--- config.mk ---
export PLATFORM = sky130hd
export DESIGN_NAME = mem_arbiter
export DESIGN_NICKNAME = d
export VERILOG_FILES = /design/src/rtl/mem_arb_pkg.sv /design/src/rtl/mem_arb_pick.sv /design/src/rtl/mem_arbiter.sv
export SDC_FILE = /design/constraint.sdc
export NUM_CORES = 1
export LEC_CHECK = 0
export ABC_AREA = 1
export CAP_MARGIN = 20
export CORE_UTILIZATION = 29
export CTS_CLUSTER_DIAMETER = 80
export DETAILED_ROUTE_END_ITERATION = 12
export GPL_ROUTABILITY_DRIVEN = 0
export HOLD_SLACK_MARGIN = 0.15
export PLACE_DENSITY = 0.68
export SKIP_LAST_GASP = 1
export SLEW_MARGIN = 20
export SYNTH_ARGS = -nofsm -noshare
export SYNTH_HDL_FRONTEND = slang
export SYNTH_SLANG_ARGS = --single-unit
--- constraint.sdc ---
create_clock -name clk -period 3.5 [get_ports clk]
set_clock_uncertainty 0.05 [all_clocks]
set_input_delay 0.7 -clock clk [delete_from_list [all_inputs] [get_ports clk]]
set_output_delay 0.7 -clock clk [all_outputs]
set_load 0.01 [all_outputs]
--- src/rtl/mem_arb_pkg.sv ---
// Shared types for the memory arbiter: FSM states, owner encoding and the
// default WAIT timeout.
package mem_arb_pkg;

  typedef enum logic [1:0] {
    ST_IDLE  = 2'd0,
    ST_ISSUE = 2'd1,
    ST_WAIT  = 2'd2
  } state_t;

  typedef enum logic {
    OWN_I = 1'b0,
    OWN_D = 1'b1
  } owner_t;

  localparam int MEM_TIMEOUT_DEF = 15;

endpackage

--- src/rtl/mem_arb_pick.sv ---
// Owner selection between fetch and data requesters. MEM_ARB_RR_EN selects
// round-robin on conflict; otherwise the data side always wins.
module mem_arb_pick
  import mem_arb_pkg::*;
(
  input  logic   i_req,
  input  logic   d_req,
  input  owner_t last_owner,
  output owner_t owner
);

`ifdef MEM_ARB_RR_EN
  // On conflict the side that did not own the last transaction wins.
  always_comb begin
    owner = OWN_D;
    if (i_req && d_req) begin
      owner = (last_owner == OWN_D) ? OWN_I : OWN_D;
    end else if (i_req) begin
      owner = OWN_I;
    end
  end
`else
  logic w_unused_last;
  assign w_unused_last = last_owner;

  always_comb begin
    owner = OWN_D;
    if (i_req && !d_req) begin
      owner = OWN_I;
    end
  end
`endif

endmodule

--- src/rtl/mem_arbiter.sv ---
// Two-port (fetch/data) arbiter onto a single-outstanding memory bus with
// WAIT timeout and sticky error. Round-robin via MEM_ARB_RR_EN (see mem_arb_pick).
module mem_arbiter
  import mem_arb_pkg::*;
#(
  parameter int MEM_TIMEOUT = MEM_TIMEOUT_DEF
) (
  input  logic        clk,
  input  logic        rst,
  input  logic        i_req,
  input  logic [31:0] i_addr,
  output logic        i_gnt,
  output logic        i_rvalid,
  output logic [31:0] i_rdata,
  input  logic        d_req,
  input  logic        d_we,
  input  logic [31:0] d_addr,
  input  logic [31:0] d_wdata,
  output logic        d_gnt,
  output logic        d_rvalid,
  output logic [31:0] d_rdata,
  output logic        mem_req,
  output logic        mem_we,
  output logic [31:0] mem_addr,
  output logic [31:0] mem_wdata,
  input  logic        mem_rvalid,
  input  logic [31:0] mem_rdata,
  output logic        busy,
  output logic        err
);

  localparam logic [3:0] TO_LAST = 4'(MEM_TIMEOUT - 1);

  state_t      r_state;
  owner_t      r_owner;
  owner_t      r_last;
  logic        r_mem_req;
  logic        r_mem_we;
  logic [31:0] r_mem_addr;
  logic [31:0] r_mem_wdata;
  logic        r_i_gnt;
  logic        r_d_gnt;
  logic        r_busy;
  logic        r_err;
  logic [3:0]  r_wait_cnt;

  owner_t      w_pick;
  logic        w_ack;

  mem_arb_pick u_pick (
    .i_req      (i_req),
    .d_req      (d_req),
    .last_owner (r_last),
    .owner      (w_pick)
  );

  // A response is only accepted while waiting for one.
  assign w_ack = (r_state == ST_WAIT) && mem_rvalid;

  always_ff @(posedge clk or negedge rst) begin
    if (!rst) begin
      r_state     <= ST_IDLE;
      r_owner     <= OWN_I;
      r_last      <= OWN_I;
      r_mem_req   <= 1'b0;
      r_mem_we    <= 1'b0;
      r_mem_addr  <= '0;
      r_mem_wdata <= '0;
      r_i_gnt     <= 1'b0;
      r_d_gnt     <= 1'b0;
      r_busy      <= 1'b0;
      r_err       <= 1'b0;
      r_wait_cnt  <= '0;
    end else begin
      r_mem_req <= 1'b0;
      r_i_gnt   <= 1'b0;
      r_d_gnt   <= 1'b0;
      if (mem_rvalid && (r_state != ST_WAIT)) begin
        r_err <= 1'b1;
      end
      case (r_state)
        ST_IDLE: begin
          if (i_req || d_req) begin
            r_owner     <= w_pick;
            r_last      <= w_pick;
            r_mem_we    <= (w_pick == OWN_D) && d_we;
            r_mem_addr  <= (w_pick == OWN_D) ? d_addr : i_addr;
            r_mem_wdata <= (w_pick == OWN_D) ? d_wdata : '0;
            r_mem_req   <= 1'b1;
            r_i_gnt     <= (w_pick == OWN_I);
            r_d_gnt     <= (w_pick == OWN_D);
            r_busy      <= 1'b1;
            r_state     <= ST_ISSUE;
          end
        end
        ST_ISSUE: begin
          r_wait_cnt <= '0;
          r_state    <= ST_WAIT;
        end
        ST_WAIT: begin
          if (mem_rvalid) begin
            r_busy     <= 1'b0;
            r_wait_cnt <= '0;
            r_state    <= ST_IDLE;
          end else if (r_wait_cnt == TO_LAST) begin
            r_err      <= 1'b1;
            r_busy     <= 1'b0;
            r_wait_cnt <= '0;
            r_state    <= ST_IDLE;
          end else begin
            r_wait_cnt <= r_wait_cnt + 4'd1;
          end
        end
        default: begin
          r_busy  <= 1'b0;
          r_state <= ST_IDLE;
        end
      endcase
    end
  end

  assign mem_req   = r_mem_req;
  assign mem_we    = r_mem_we;
  assign mem_addr  = r_mem_addr;
  assign mem_wdata = r_mem_wdata;
  assign i_gnt     = r_i_gnt;
  assign d_gnt     = r_d_gnt;
  assign busy      = r_busy;
  assign err       = r_err;

  // Response data is forced to zero unless it belongs to this requester.
  assign i_rvalid = w_ack && (r_owner == OWN_I);
  assign d_rvalid = w_ack && (r_owner == OWN_D);
  assign i_rdata  = i_rvalid ? mem_rdata : '0;
  assign d_rdata  = d_rvalid ? mem_rdata : '0;

endmodule

==> metrics.yaml <==
grt:
  overflow: 0
  grt_pass1_vias: 4091
  grt_max_degree: 78
  antenna_found_initial: 0
  grt_pass1_wl_um: 20400
  grtUsageTotal_pct: 18.5
worst_setup_path:
  cp-start-kind: "primary input"
  worstSetupStartpoint: "mem_rvalid"
  cp_cell_sequence: "clkdlybuf4s50_1, nand3b_1, buf_4, nor2_1, clkdlybuf4s50_1"
  slowest_stage: "clkdlybuf4s50_1"
  worstPathRequired_ns: 2.75
  cpPeakStageDelay_ns: 0.54
  worstSetupPathType: "primary input to output port"
  ff2ff_path_depth: 7
  r2r_end: "mem_wdata[2]"
  r2r_slack_ns: 1.54
  crit_top_cell: "clkdlybuf4s50_1"
  end_kind: "output port"
  crit_fanout: 33
  arrival_ns: 2.26
  r2r-start: "r_state[0]"
clock_tree:
  clk_pin_slew_ns: 0.06
  post_cts_buffers: 0
  clkSinkCount: 77
  cts-resized-gates: 0
  cts-buffers-inserted: 9
  cts_max_level: 3
  cts_buffer_depth: 2
  clockRootBuffer: "clkbuf_16"
  clkLatencyLatePin_ns: 0.33
  cts.hold.buffers_added: 0
  tritoncts: "done"
final_layout:
  nets: 981
  final-instance-count-excl-fill: 1021
  synthToLayoutAreaGrowth_pct: 78.1
  antenna_cells: 0
  drive_gt1_share_pct: 2.84
placed_design:
  place_hpwl_um: 9600
  port_buffers: 269
  dp_cells: 1007
floorplan:
  initial_utilization_pct: 29.9
  die_w_um: 119
  rows: 42
  core-area_um2: 13300
  dieArea_um2: 14300
  ios: 270
  die_h_um: 119
synthesis:
  synth_nets: 721
  synth-seq-area-share_pct: 48.2
  ys_top_cells_by_area: "dfrtp_1 (48%), nand2_1 (23%), inv_1 (10%), nor2_1 (6.6%), nand3_1 (4.5%)"
  ys_ff_latch: 77
  synth_cell_type_count: 21
  synth_warnings: 0
  syn_area_per_cell_um2: 6.87
  synth_area_um2: 4000
  synth.top_cell.area_share_pct: 48.2
  synth_area_leader_cell: "dfrtp_1"
  postSynthCellCount: 582
sta:
  hold_viol_final: 0
  worst_slew_pin_slew_ns: 0.734
  drv_slew: 0
  rsz0062_at_grt: "no"
  timing.slew.headroom_pct: 51.1
  period_minus_slack_ns: 3.01
  setup_viol: 0
  fin_crit_sh_pct: 86.1
  max_freq_ghz: 0.332
  setup_tns_ns: 0
routing:
  wl_per_cell_um: 12.6
  wl_um: 12900
  viasPerCell: 4.16
  drtAntennaViolNets: 0
  drt_iter0_drc: 121
  vias: 4244
  drt-pass1-iter-count: 5
  drc_errors: 0
run:
  drv_cap: 0
power_and_ir_drop:
  power.leakage_uw: 0.00367
  peakVddDrop_v: 0.000343
  power_density_nw_per_um2: 640
hold_path:
  holdCritPathClass: "primary input to async pin"
outcome:
  status: "finished clean"
==> layout make-up <==
cell class | instances | area [um2]
clock inverters | 2 | 35.0
multi-input cells | 368 | 1520
flip-flops and latches | 77 | 1930
repair buffers | 274 | 2750
clock buffers | 12 | 246
fillers | 1330 | 6230
well taps | 176 | 220
inverters | 112 | 420
==> through the flow <==
stage               hold slack [ns]  worst slack, ns  total power (uW)  cell area (um2)  util [%]
floorplan                     0.354             1.50              2470             4000         -
global placement              0.403            0.490              3650             6810      51.0
detailed placement            0.407            0.490              3700             6830      51.2
CTS                           0.421            0.491              4630             7110      53.3
global route                  0.413            0.391              4900             7120      53.3
finish                        0.349            0.486              4560             7120      53.3
==> registers in the layout (all words and copies together), names as in the netlist <==
name	count
mem_req	1
r_owner	1
mem_wdata	32
d_gnt	1
busy	1
mem_we	1
mem_addr	32
r_state	2
i_gnt	1
r_wait_cnt	4
err	1
==> where the power goes <==
part           switching, uW  internal, uW  total, uW
Sequential               208          1280       1490
Clock                    338           563        901
Combinational           1060          1110       2170
==> Yosys cell counts <==
cell type / n
a21oi_1: 2
buf_2: 13
buf_4: 2
buf_6: 3
clkbuf_1: 7
clkinv_1: 1
dfrtp_1: 77
ha_1: 5
inv_1: 108
inv_2: 3
nand2_1: 243
nand3_1: 36
nand3b_1: 1
nor2_1: 70
nor2_4: 1
o21ai_0: 5
o21ai_2: 1
o21bai_1: 1
o31ai_1: 1
or2_2: 1
xnor2_1: 1
==> critical path, delay by kind of cell <==
family	cells	cell delay (ns)
AND/OR/NAND/NOR	2	0.23
buffers and inverters	3	1.32
==> per-layer routing <==
metal	track usage (%)	share of wire [%]
met3	6.70	9.3
met4	6.56	1.7
met2	34.4	51
met5	0	0
met1	18.8	38
==> cells by family (layout without fill, tap and decap cells) <==
group	count (synthesis)	in the layout	synth area share, %
simple gates	352	352	34.5
buf+inv	137	400	14.0
compound gates	10	10	1.47
flops	77	77	48.2
fa+ha+maj	5	5	1.56
xor+xnor	1	1	0.219
==> worst max path at each step <==
stage                        endpoint  slack [ns]  cells after the start
after global routing       i_rdata[9]        0.39                      5
after global placement    i_rdata[14]        0.49                      5
final                     i_rdata[19]        0.49                      5
after floorplan              i_rvalid        1.50                      3
after CTS                 i_rdata[18]        0.49                      5
after detailed placement  i_rdata[18]        0.49                      5
==> layout by cell type (no fill, tap or decap) <==
master / synthesis / routed
nor2_1: 70 / 70
o31ai_1: 1 / 1
nand3_1: 36 / 36
a21oi_1: 2 / 2
ha_1: 5 / 5
or2_2: 1 / 1
o21ai_0: 5 / 5
xnor2_1: 1 / 1
clkinv_1: 1 / 1
nand3b_1: 1 / 1
buf_6: 3 / 1
nor2_4: 1 / 1
buf_4: 2 / 4
inv_1: 108 / 108
clkinv_2: 0 / 1
clkbuf_16: 0 / 9
dfrtp_1: 77 / 77
bufinv_16: 0 / 1
clkbuf_8: 0 / 1
inv_2: 3 / 3
clkdlybuf4s50_1: 0 / 268
clkbuf_1: 7 / 2
buf_16: 0 / 1
o21bai_1: 1 / 1
o21ai_4: 0 / 1
nand2_1: 243 / 243
No activity file was read; power rests on OpenSTA's default activity.
